`src/rtl/alu_share_arbiter.sv`:
```
// alu_share_arbiter: round-robin sharing of one single-cycle ALU between two valid/ready requesters
module alu_share_arbiter #(
  parameter int XLEN   = 32,
  parameter int CTRL_W = 4
) (
  input  logic              clk,
  input  logic              reset_n,
  input  logic [1:0]        req_valid,
  output logic [1:0]        req_ready,
  input  logic [XLEN-1:0]   req_src_a0,
  input  logic [XLEN-1:0]   req_src_a1,
  input  logic [XLEN-1:0]   req_src_b0,
  input  logic [XLEN-1:0]   req_src_b1,
  input  logic [CTRL_W-1:0] req_ctrl0,
  input  logic [CTRL_W-1:0] req_ctrl1,
  output logic [1:0]        rsp_valid,
  input  logic [1:0]        rsp_ready,
  output logic [XLEN-1:0]   rsp_result,
  output logic              rsp_zero,
  output logic              rsp_err,
  output logic [XLEN-1:0]   alu_src_a,
  output logic [XLEN-1:0]   alu_src_b,
  output logic [CTRL_W-1:0] alu_control,
  input  logic [XLEN-1:0]   alu_result,
  input  logic              alu_zero
);
  typedef enum logic [1:0] {IDLE, EXEC, RESP} state_t;
  localparam logic [CTRL_W-1:0] MAX_OP = CTRL_W'(6);
  state_t              state_q;
  logic                prio_q, owner_q, err_q, zero_q;
  logic [1:0]          rsp_valid_q;
  logic [XLEN-1:0]     a_q, b_q, res_q;
  logic [CTRL_W-1:0]   ctrl_q;
  logic                idle, grant0, grant1, done;
  logic [XLEN-1:0]     a_d, b_d;
  logic [CTRL_W-1:0]   ctrl_d;
  // Round-robin grant (only while idle) and operand select of the winner
  always_comb begin
    idle   = state_q == IDLE;
    grant0 = idle & req_valid[0] & (~req_valid[1] | ~prio_q);
    grant1 = idle & req_valid[1] & (~req_valid[0] | prio_q);
    done   = (state_q == RESP) & rsp_ready[owner_q];
    a_d    = grant1 ? req_src_a1 : req_src_a0;
    b_d    = grant1 ? req_src_b1 : req_src_b0;
    ctrl_d = grant1 ? req_ctrl1 : req_ctrl0;
  end
  assign req_ready   = {grant1, grant0};
  assign rsp_valid   = rsp_valid_q;
  assign rsp_result  = res_q;
  assign rsp_zero    = zero_q;
  assign rsp_err     = err_q;
  assign alu_src_a   = a_q;
  assign alu_src_b   = b_q;
  assign alu_control = ctrl_q;
  // Accept -> drive ALU for one cycle -> hold response until the owner takes it
  always_ff @(posedge clk or negedge reset_n) begin
    if (!reset_n) begin
      state_q     <= IDLE;
      prio_q      <= 1'b0;
      owner_q     <= 1'b0;
      err_q       <= 1'b0;
      zero_q      <= 1'b0;
      rsp_valid_q <= 2'b00;
      a_q         <= '0;
      b_q         <= '0;
      res_q       <= '0;
      ctrl_q      <= '0;
    end else begin
      case (state_q)
        IDLE: if (grant0 | grant1) begin
          a_q     <= a_d;
          b_q     <= b_d;
          ctrl_q  <= ctrl_d;
          owner_q <= grant1;
          err_q   <= ctrl_d > MAX_OP;
          prio_q  <= ~grant1;
          state_q <= EXEC;
        end
        EXEC: begin
          res_q       <= alu_result;
          zero_q      <= alu_zero;
          rsp_valid_q <= owner_q ? 2'b10 : 2'b01;
          state_q     <= RESP;
        end
        RESP: if (done) begin
          rsp_valid_q <= 2'b00;
          state_q     <= IDLE;
        end
        default: state_q <= IDLE;
      endcase
    end
  end
endmodule

```
`config.mk`:
```
export PLATFORM = sky130hd
export DESIGN_NAME = alu_share_arbiter
export DESIGN_NICKNAME = d
export VERILOG_FILES = /design/src/rtl/alu_share_arbiter.sv
export SDC_FILE = /design/constraint.sdc
export NUM_CORES = 1
export LEC_CHECK = 0
export ABC_AREA = 1
export BUFFER_PORTS_ARGS = -buffer_cell sky130_fd_sc_hd__buf_2
export CAP_MARGIN = 5
export CORE_AREA = 2 2 109 111
export CTS_CLUSTER_DIAMETER = 80
export CTS_CLUSTER_SIZE = 24
export DETAILED_ROUTE_END_ITERATION = 8
export DIE_AREA = 0 0 111 113
export PLACE_DENSITY = 0.75
export SYNTH_ARGS = -nofsm -noshare
export SYNTH_HDL_FRONTEND = slang
export SYNTH_SLANG_ARGS = --single-unit
export TNS_END_PERCENT = 10
```
`constraint.sdc`:
```
create_clock -name clk -period 1.55 [get_ports clk]
set_clock_uncertainty 0.1 [all_clocks]
set_input_delay 0.0775 -clock clk [delete_from_list [all_inputs] [get_ports clk]]
set_output_delay 0.0775 -clock clk [all_outputs]
set_load 0.01 [all_outputs]
```
==> summary.md, run 1 <==
| Metric | Value |
|---|---|
| CP Class | `register to output port` |
| Vias in the first global route | `5,914` |
| Status | `finished, violations left` |
| Relative slew slack | `0.604` |
| Layout Cells excl Fill | `1,046` |
| Crit. End Element | `output port` |
| Register area | `2700 µm²` |
| Grt ovf | `0` |
| Clk_lat worst skew | `0.34 ns` |
| Vias | `5,501` |
| Final period utilization | `1.02` |
| Vias/cell | `5.26` |
| RSZ-0062 raised after global routing | `yes` |
| Die Width | `111 µm` |
| Area of the multi-input gates | `1690 µm²` |
| Area grow syn2layout | `86.6%` |
| Failing checks | `negative hold slack, negative setup slack` |
| Post-Route M1 WL | `6700 µm` |
| CP arrival | `1.41 ns` |
| Leading area contributor after synthesis | `dfrtp_1` |
| Avg Inst Size Synth | `10.4 µm²` |
| Top cells by area, synth | `dfrtp_1 60%, nand2_1 11%, mux2_2 8.2%, a22oi_1 8.1%, o21ai_0 2.2%` |
| CTS buffer count | `9` |
| Top cell type's share of synthesized area | `0.597` |
| First-pass GRT wire length | `29,100 µm` |
| Hold Vio Cnt, Final | `1` |
| Max layer used | `met4` |
| RR Startpoint | `state_q[0]` |
| Final Slew Violations | `0` |
| Pin count of the biggest net entering global routing | `109` |
| Starting Density | `0.402` |
| Ratio of cells with drive above 1 in the final layout | `0.426` |
| Hold slack | `-0.00439 ns` |
| Drt drc | `0` |
| Crit. Startpoint | `state_q[0]` |
| Maximum vdd drop | `1.08 mV` |
| Hold Crit Start | `req_ctrl0[2]` |
| Worst Path Required | `1.37 ns` |
| Most common cell after layout, fill and taps aside | `buf_2` |
| Nets@finish | `1,072` |
| R2R depth | `9` |
| Routed WL per cell | `19.1 µm` |
| HP Class | `primary input to register` |
| Placed cells | `841` |
| Final setup viols | `4` |
| Synth unique cells | `20` |
| Clock Sinks | `108` |
| Antenna viol nets, final | `0` |
| Reg2reg setup slack | `-0.02 ns` |
| Met3 WL post-DR | `1660 µm` |
| TritonCTS clock tree | `yes` |
| WL met2 | `10,200 µm` |
| Final Util | `0.750` |
| Row Count | `39` |
| Mapped Nets | `611` |
| Fill count | `671` |
| Critical R2R Capture | `rsp_err` |
| Boundary pin count | `281` |
| Mapped Area | `4530 µm²` |
| Fin worst setup slack | `-0.0329 ns` |
| DRT Pass-1 Iters | `5` |
| Crit start category | `register` |
| Fmax | `632 MHz` |
| DR iter-0 viols | `397` |
| Final WL | `19,900 µm` |
| Final GP Congestion | `0.901` |
| Pwr Density | `1740 nW/µm²` |
| MaxCap Viol Count | `0` |
| Initial antenna violation count | `2` |
| Die ar. | `12,500 µm²` |
| Most frequent cells in the layout | `277 x buf_2, 167 x dlygate4sd3_1, 136 x nand2_1, 107 x dfrtp_1, 36 x a22oi_1` |
| Post-Synthesis Cells | `436` |
| Clk slew on worst S/H paths | `0.07 ns` |
| Seq/Total Area, Yosys | `0.597` |
| Slew @ Worst Pin | `0.595 ns` |
| Total track usage | `0.296` |
| DP HPWL | `9690 µm` |
| Crit path to | `req_ready[0]` |
| Overall power | `14,700 µW` |
| Clock Tree Root | `clkbuf_16` |
| Synth warn | `0` |
| Die H | `113 µm` |
| Register bit total from synthesis | `108` |
| CP max FO | `5` |
| Period minus WS final | `1.58 ns` |
| Leakage | `0.00435 µW` |
| # H-tree levels | `3` |
| PortBufs | `280` |
| CTS max path bufs | `2` |
| Core box area | `11,300 µm²` |
[cell type report]
type	count	area share
diodes	2	0.000592
clock buffers	11	0.0287
clock inverters	4	0.00592
inverters	14	0.00651
multi-input cells	286	0.199
flip-flops and latches	108	0.320
well taps	143	0.0212
repair buffers	478	0.418
[worst min path at each step]
| stage | to | slack (ns) | depth (start not counted) |
|---|---|---|---|
| floorplan | alu_control[0] | -0.32 | 0 |
| global placement | alu_src_b[20] | 0.09 | 2 |
| detailed placement | alu_src_b[20] | 0.09 | 2 |
| CTS | alu_control[0] | 0.01 | 5 |
| global route | alu_control[0] | 0.05 | 5 |
| finish | alu_control[2] | -0.004 | 5 |
[through the flow]
| step | TNS (ns) | setup WS [ns] | instance area (µm²) |
|---|---|---|---|
| finish | -0.0557 | -0.0329 | 8450 |
| global placement | 0 | 0.112 | 6130 |
| CTS | -0.178 | -0.0231 | 8220 |
| floorplan | 0 | 0.175 | 4530 |
| detailed placement | 0 | 0.0244 | 6130 |
| global route | -1.32 | -0.116 | 8450 |
[routing by layer]
metal  GRT usage  vias to the layer above
li1            -                     2398
met1       0.310                     2601
met2       0.518                      385
met3      0.0943                      117
met4       0.189                        0
met5           0                        -
[cells in the mapped netlist]
library cell,instances
a21oi_1,16
a22oi_1,49
a31o_2,1
buf_2,6
buf_4,8
buf_6,6
clkbuf_1,8
dfrtp_1,108
inv_1,11
inv_2,3
mux2_2,33
nand2_1,137
nand2_2,1
nand3_1,3
nand3_2,1
nand4_1,3
nor2_1,20
nor2_4,1
o21ai_0,20
o21ai_2,1
[flip-flops by register name, indices dropped and copies added, names as in the netlist]
register / flops
owner_q: 1
alu_control: 4
alu_src_b: 32
alu_src_a: 32
rsp_result: 32
rsp_zero: 1
rsp_valid: 2
rsp_err: 1
prio_q: 1
state_q: 2
[cells by family (layout without fill, tap and decap cells)]
logic type / Yosys count / in the layout / share of synthesized area
compound gates: 87 / 87 / 0.125
other cells: 0 / 2 / 0
mux: 33 / 33 / 0.0820
simple gates: 166 / 166 / 0.144
flops: 108 / 108 / 0.597
buf+inv: 42 / 507 / 0.0530
[worst max-delay path, stage by stage, from the launching register on]
cell,delay [ns]
dfrtp_2,0.44
nor2_4,0.18
nand3_2,0.11
inv_2,0.10
buf_12,0.13
buf_6,0.10
[where the power goes]
| group | total [µW] | internal, µW | switching (µW) |
|---|---|---|---|
| Clock | 2310 | 1290 | 1030 |
| Sequential | 5080 | 4250 | 830 |
| Combinational | 7350 | 3440 | 3910 |
[what timing repair did]
| action | CTS | global route |
|---|---|---|
| buffers inserted | 6 | 11 |
| hold buffers | 167 | 0 |
| endpoints found under the setup margin | 5 | 63 |
| pin swaps | 2 | 6 |
| resized for setup | 4 | 31 |
| hold endpoints to repair | 210 | 0 |
| cloned | 2 | 2 |
(Power assumes the default switching activity.)
==> inputs of run 2 (changes only) <==
--- a/config.mk
+++ b/config.mk
@@ -14,6 +14,7 @@
 export DETAILED_ROUTE_END_ITERATION = 8
 export DIE_AREA = 0 0 111 113
 export PLACE_DENSITY = 0.75
+export SETUP_SLACK_MARGIN = 0.1
 export SYNTH_ARGS = -nofsm -noshare
 export SYNTH_HDL_FRONTEND = slang
 export SYNTH_SLANG_ARGS = --single-unit
==> run 2 against run 1 <==
The flow finishes with violations (negative setup slack). Worst setup slack gained 0.0030 ns. Global-route usage grew 0.72 points. Via count rose by 0.44%. Clock power hardly changed. Register-to-register slack hardly changed. Combinational power rose by 8.0%. Die area unchanged. Critical endpoint unchanged.
==> summary.md, run 2 (synthesized netlist as in run 1, its figures left out) <==
| Metric | Value |
|---|---|
| Overall power | `15,400 µW (+4.4%)` |
| Clk_lat worst skew | `0.34 ns (about the same)` |
| Die ar. | `12,500 µm² (unchanged)` |
| PortBufs | `280 (unchanged)` |
| Drt drc | `0 (unchanged)` |
| CP arrival | `1.40 ns (about the same)` |
| Reg2reg setup slack | `-0.03 ns (about the same)` |
| Internal Pwr Total | `9400 µW (+4.7%)` |
| MaxCap Viol Count | `0 (unchanged)` |
| Antenna viol nets, final | `0 (unchanged)` |
| Period minus WS final | `1.58 ns (-0.00301 ns)` |
| Most frequent cells in the layout | `277 x buf_2, 168 x dlygate4sd3_1, 134 x nand2_1, 107 x dfrtp_1, 33 x mux2_4` |
| TritonCTS clock tree | `yes` |
| Crit-path leading delay family | `flip-flops` |
| Pwr Density | `1770 nW/µm² (+1.7%)` |
| DR iter-0 viols | `468 (+18%)` |
| Die H | `113 µm (unchanged)` |
| Fill count | `647 (-3.6%)` |
| Ratio of cells with drive above 1 in the final layout | `0.442 (+0.0154)` |
| Clk slew on worst S/H paths | `0.07 ns (about the same)` |
| Status | `finished, violations left` |
| Routed WL per cell | `19.4 µm (+1.6%)` |
| Reg power frac | `0.333 (-0.012)` |
| Combinational share of power | `0.516 (+0.018)` |
| DRT Pass-1 Iters | `5 (unchanged)` |
| Slew @ Worst Pin | `0.578 ns (-0.0163 ns)` |
| CP max-delay cell | `dfrtp_2` |
| Clock Tree Root | `clkbuf_16` |
| Grt ovf | `0 (unchanged)` |
| Final GP Congestion | `0.901 (unchanged)` |
| Core box area | `11,300 µm² (unchanged)` |
| Row Count | `39 (unchanged)` |
| Layout Cells excl Fill | `1,045 (-0.096%)` |
| Fmax | `633 MHz (+0.19%)` |
| Total track usage | `0.303 (+0.00723)` |
| Vias | `5,525 (+0.44%)` |
| Final period utilization | `1.02 (-0.00194)` |
| Clock Sinks | `108 (unchanged)` |
| Placed standard-cell area | `6130 µm² (unchanged)` |
| Initial antenna violation count | `3 (+1)` |
| Worst-path cell chain | `nor2_4, nand3_2, inv_2, buf_12, buf_6` |
| Leakage | `0.00453 µW (+4.0%)` |
| Fin worst setup slack | `-0.0299 ns (+0.00301 ns)` |
| CP bufs+invs | `3 (unchanged)` |
| Crit. End Element | `output port` |
| RSZ-0062 raised after global routing | `yes` |
| Final Slew Violations | `0 (unchanged)` |
| Final WL | `20,200 µm (+1.5%)` |
| DP HPWL | `9690 µm (unchanged)` |
| Final setup viols | `18 (+14)` |
| Most common cell after layout, fill and taps aside | `buf_2` |
| Clock Power Share | `0.151 (-0.006)` |
| Post-route cell area | `8680 µm² (+2.7%)` |
| CP Class | `register to output port` |
| Vias/cell | `5.29 (+0.53%)` |
| Hold Vio Cnt, Final | `0 (-1)` |
| Nets@finish | `1,070 (-0.19%)` |
| Maximum vdd drop | `1.20 mV (+11%)` |
| Placed cells | `841 (unchanged)` |
| HP Class | `primary input to register` |
| Worst Path Required | `1.37 ns (about the same)` |
| Relative slew slack | `0.615 (+0.0109)` |
| # H-tree levels | `3 (unchanged)` |
| Pin count of the biggest net entering global routing | `109 (unchanged)` |
| CTS buffer count | `9 (unchanged)` |
| Vias in the first global route | `5,864 (-0.85%)` |
| Switching pwr | `6000 µW (+4.0%)` |
| Critical path's largest stage delay | `0.44 ns (about the same)` |
| CTS max path bufs | `2 (unchanged)` |
| Crit start category | `register` |
| Sw Share | `0.389 (-0.00175)` |
| Final Util | `0.770 (+0.0202)` |
| Starting Density | `0.402 (unchanged)` |
| Die Width | `111 µm (unchanged)` |
| Area grow syn2layout | `91.6%` |
| Failing checks | `negative setup slack` |
| CP max FO | `3 (-2)` |
| First-pass GRT wire length | `29,800 µm (+2.4%)` |
| Boundary pin count | `281 (unchanged)` |
[run 2: cell count changes in the layout (fill, tap and decap cells not counted), moves of 7 or more]
cell	previous run	this run
o21ai_1	7	14
o21ai_0	13	5
a22oi_2	13	22
mux2_2	33	0
a22oi_1	36	27
buf_4	15	8
mux2_4	0	33
[run 2: cell type report]
type	instances	area, µm²	area share
clock buffers	11	243	0.0280
well taps	143	179	0.0206
flip-flops and latches	108	2700	0.311
inverters	14	55.1	0.00634
multi-input cells	286	1880	0.216
repair buffers	476	3570	0.411
clock inverters	4	50.0	0.00577
diodes	3	7.51	0.000865
[run 2: timing repair]
action	in CTS	in global routing
gates resized for setup	22	75
cloned	2	2
buffers inserted	12	2
endpoints found under the setup margin	70	75
hold buffers	168	0
pin swaps	11	40
endpoints found under the hold margin	211	0
[run 2: worst min-delay path, cell delays in order]
cell and delay, ns:
buf_2 0.10, inv_1 0.04, nand2_1 0.05, nand2_1 0.09
o21ai_1 0.07
[run 2: final timing paths]
kind / startpoint / to / depth (start not counted)
worst min-delay path: req_ctrl0[0] / alu_control[0] / 5
worst min register to register: alu_src_a[25] / alu_src_a[25] / 2
worst max-delay path: state_q[0] / req_ready[0] / 5
min in group asynchronous: reset_n / alu_src_b[20] / 3
worst max register to register: state_q[0] / alu_src_b[9] / 8
max in group asynchronous: reset_n / state_q[0] / 3
[run 2: routing by layer]
| metal | part of all wire | vias to the layer above | GRT usage | wire [µm] |
|---|---|---|---|---|
| li1 | - | 2390 | - | - |
| met1 | 0.35 | 2654 | 0.325 | 7170 |
| met2 | 0.52 | 378 | 0.539 | 10500 |
| met3 | 0.073 | 103 | 0.0846 | 1490 |
| met4 | 0.052 | 0 | 0.178 | 1050 |
| met5 | 0 | - | 0 | 0 |
[run 2: power by group through the flow]
stage	registers (µW)	logic [µW]	clock network, µW
CTS	4990	6830	2330
floorplan	5630	2780	0
global route	5250	8500	2470
detailed placement	5020	6010	0
global placement	4960	5850	0
finish	5140	7940	2320
[run 2: through the flow]
step | setup TNS [ns] | worst slack [ns] | hold WS [ns]
floorplan | 0 | 0.175 | -0.318
global placement | 0 | 0.112 | 0.0866
finish | -0.254 | -0.0299 | 0.00641
detailed placement | 0 | 0.0244 | 0.0924
CTS | -0.00440 | -0.00311 | -0.00736
global route | -1.72 | -0.0889 | 0.0419
==> inputs of run 3 (changes only) <==
--- a/config.mk
+++ b/config.mk
@@ -6,7 +6,7 @@
 export NUM_CORES = 1
 export LEC_CHECK = 0
 export ABC_AREA = 1
-export BUFFER_PORTS_ARGS = -buffer_cell sky130_fd_sc_hd__buf_2
+export BUFFER_PORTS_ARGS = -buffer_cell sky130_fd_sc_hd__clkbuf_2
 export CAP_MARGIN = 5
 export CORE_AREA = 2 2 109 111
 export CTS_CLUSTER_DIAMETER = 80
==> run 3 against run 2 <==
The flow now finishes without violations. First-iteration DRC count decreased by 21%. Sequential power up 1%. Critical path depth is the same. Combinational power fell by 1%. Register-to-register slack improved by 0.06 ns. Via count hardly changed. Clock-buffer cell count rose by 1. Largest cell class unchanged.
==> summary.md, run 3 (synthesized netlist as in run 1, its figures left out) <==
| Metric | Value |
|---|---|
| Status | `finished clean` |
| Setup TNS | `0 ns (+0.254 ns)` |
| Crit. Startpoint | `state_q[0]` |
| Die ar. | `12,500 µm² (unchanged)` |
| Vias | `5,529 (+0.072%)` |
| Die Width | `111 µm (unchanged)` |
| Most common cell after layout, fill and taps aside | `clkbuf_2` |
| WL met2 | `10,600 µm (+0.68%)` |
| MaxCap Viol Count | `0 (unchanged)` |
| First-pass GRT wire length | `29,900 µm (about the same)` |
| Pin count of the biggest net entering global routing | `49 (-55%)` |
| Fmax | `648 MHz (+2.4%)` |
| Row Count | `39 (unchanged)` |
| Most frequent cells in the layout | `277 x clkbuf_2, 169 x dlygate4sd3_1, 132 x nand2_1, 108 x dfrtp_1, 27 x a22oi_1` |
| CTS max path bufs | `2 (unchanged)` |
| Vias in the first global route | `5,945 (+1.4%)` |
| Critical path's largest stage delay | `0.41 ns (-0.03 ns)` |
| Placed standard-cell area | `6140 µm² (about the same)` |
| Post-route cell area | `8710 µm² (+0.37%)` |
| Routed WL per cell | `19.7 µm (+1.8%)` |
| CP arrival | `1.36 ns (-0.04 ns)` |
| Period minus WS final | `1.54 ns (-0.0374 ns)` |
| Worst-path cell chain | `nor2_4, nand3_2, inv_2, buf_12, buf_6` |
| Final setup viols | `0 (-18)` |
| CP max FO | `3 (unchanged)` |
| Fill count | `627 (-3.1%)` |
| Register area | `2700 µm² (about the same)` |
| Clock Sinks | `108 (unchanged)` |
| # H-tree levels | `3 (unchanged)` |
| CP Class | `register to output port` |
| PortBufs | `280 (unchanged)` |
| TritonCTS clock tree | `yes` |
| Leakage | `0.00458 µW (+1.1%)` |
| Clk slew on worst S/H paths | `0.07 ns (about the same)` |
| Nets@finish | `1,074 (+0.37%)` |
| Hold Vio Cnt, Final | `0 (unchanged)` |
| CP max-delay cell | `dfrtp_1` |
| Antenna viol nets, final | `0 (unchanged)` |
| Clock Tree Root | `clkbuf_16` |
| Pwr Density | `1780 nW/µm² (+0.53%)` |
| Hold slack | `0.00817 ns (+0.00176 ns)` |
| Ratio of cells with drive above 1 in the final layout | `0.440 (-0.00134)` |
| Area grow syn2layout | `92.3%` |
| CP bufs+invs | `3 (unchanged)` |
| Final WL | `20,600 µm (+2.0%)` |
| DP HPWL | `9980 µm (+2.9%)` |
| Fin worst setup slack | `0.00757 ns (+0.0374 ns)` |
| Met3 WL post-DR | `1510 µm (+1.6%)` |
| Initial antenna violation count | `0 (-3)` |
| RSZ-0062 raised after global routing | `yes` |
| Die H | `113 µm (unchanged)` |
| Starting Density | `0.402 (unchanged)` |
| Crit-path leading delay family | `flip-flops` |
| Relative slew slack | `0.751 (+0.136)` |
| Boundary pin count | `281 (unchanged)` |
| Hold Crit Start | `req_valid[0]` |
| Grt ovf | `0 (unchanged)` |
| Total track usage | `0.301 (-0.00187)` |
| DRT Pass-1 Iters | `4 (-1)` |
| DR iter-0 viols | `370 (-21%)` |
| Area of the multi-input gates | `1850 µm² (-1.5%)` |
| Final period utilization | `0.995 (-0.0242)` |
| Worst Path Required | `1.37 ns (about the same)` |
| Post-Place Worst Slack | `-0.00420 ns (-0.0286 ns)` |
| RR Startpoint | `state_q[0]` |
| Crit. End Element | `output port` |
| Final GP Congestion | `0.908 (+0.73%)` |
| Drt drc | `0 (unchanged)` |
| Vias/cell | `5.28 (-0.12%)` |
| Core box area | `11,300 µm² (unchanged)` |
| CTS buffer count | `9 (unchanged)` |
| Clk_lat worst skew | `0.34 ns (about the same)` |
| Ant diodes | `0 (-3)` |
| Max layer used | `met4` |
| HP Class | `primary input to register` |
| Post-Route M1 WL | `7490 µm (+4.4%)` |
| Final Slew Violations | `0 (unchanged)` |
| Maximum vdd drop | `0.948 mV (-21%)` |
| Crit start category | `register` |
| Slew @ Worst Pin | `0.372 ns (-0.206 ns)` |
==> run 3: path summary, 6_finish.rpt <==
| kind | end | slack, ns | cells past startpoint |
|---|---|---|---|
| max | req_ready[0] | 0.008 | 5 |
| min in group asynchronous | alu_src_b[13] | 0.05 | 2 |
| max reg2reg | alu_src_a[31] | 0.03 | 7 |
| min | prio_q | 0.008 | 3 |
| min reg2reg | alu_src_b[5] | 0.38 | 2 |
| max in group asynchronous | rsp_result[30] | 0.74 | 3 |
==> run 3: report_power, final <==
part           switching, µW  leakage [µW]  internal, µW
clock network           1030      0.000153          1460
logic                   4090       0.00312          3750
registers                951       0.00130          4250
total                   6080       0.00458          9460
==> run 3: metrics by stage <==
| step | instances | power [µW] | utilization |
|---|---|---|---|
| 2_1_floorplan | 436 | 8410 | - |
| 3_3_place_gp | 843 | 10800 | 0.544 |
| 3_5_place_dp | 843 | 11000 | 0.544 |
| 4_1_cts | 1043 | 14400 | 0.747 |
| 5_1_grt | 1047 | 16300 | 0.773 |
| 6_report | 1047 | 15500 | 0.773 |
==> run 3: worst reg2reg max path, cell delays in order (launching register included) <==
cell and delay (ns):
dfrtp_1 0.41, nor2_4 0.18, nand3_2 0.11, inv_2 0.10
buf_6 0.17, buf_12 0.15, a21oi_1 0.06, o21ai_0 0.16
==> run 3: area by class of cell <==
cell class | instances | share of cell area
clock inverters | 4 | 0.00833
inverters | 14 | 0.00632
flip-flops and latches | 108 | 0.310
well taps | 143 | 0.0205
multi-input cells | 286 | 0.212
repair buffers | 480 | 0.414
clock buffers | 12 | 0.0283
==> run 3: what timing repair did <==
action	CTS	global route
hold endpoints to repair	212	0
setup endpoints to repair	63	97
buffers inserted	12	0
cloned	3	4
hold buffers	169	0
resized for setup	25	63
pin swaps	3	8
==> run 3: per-layer routing <==
metal / global-route usage / vias up
met5: 0 / -
met4: 0.169 / 0
met3: 0.0723 / 97
met2: 0.545 / 369
met1: 0.325 / 2672
li1: - / 2391
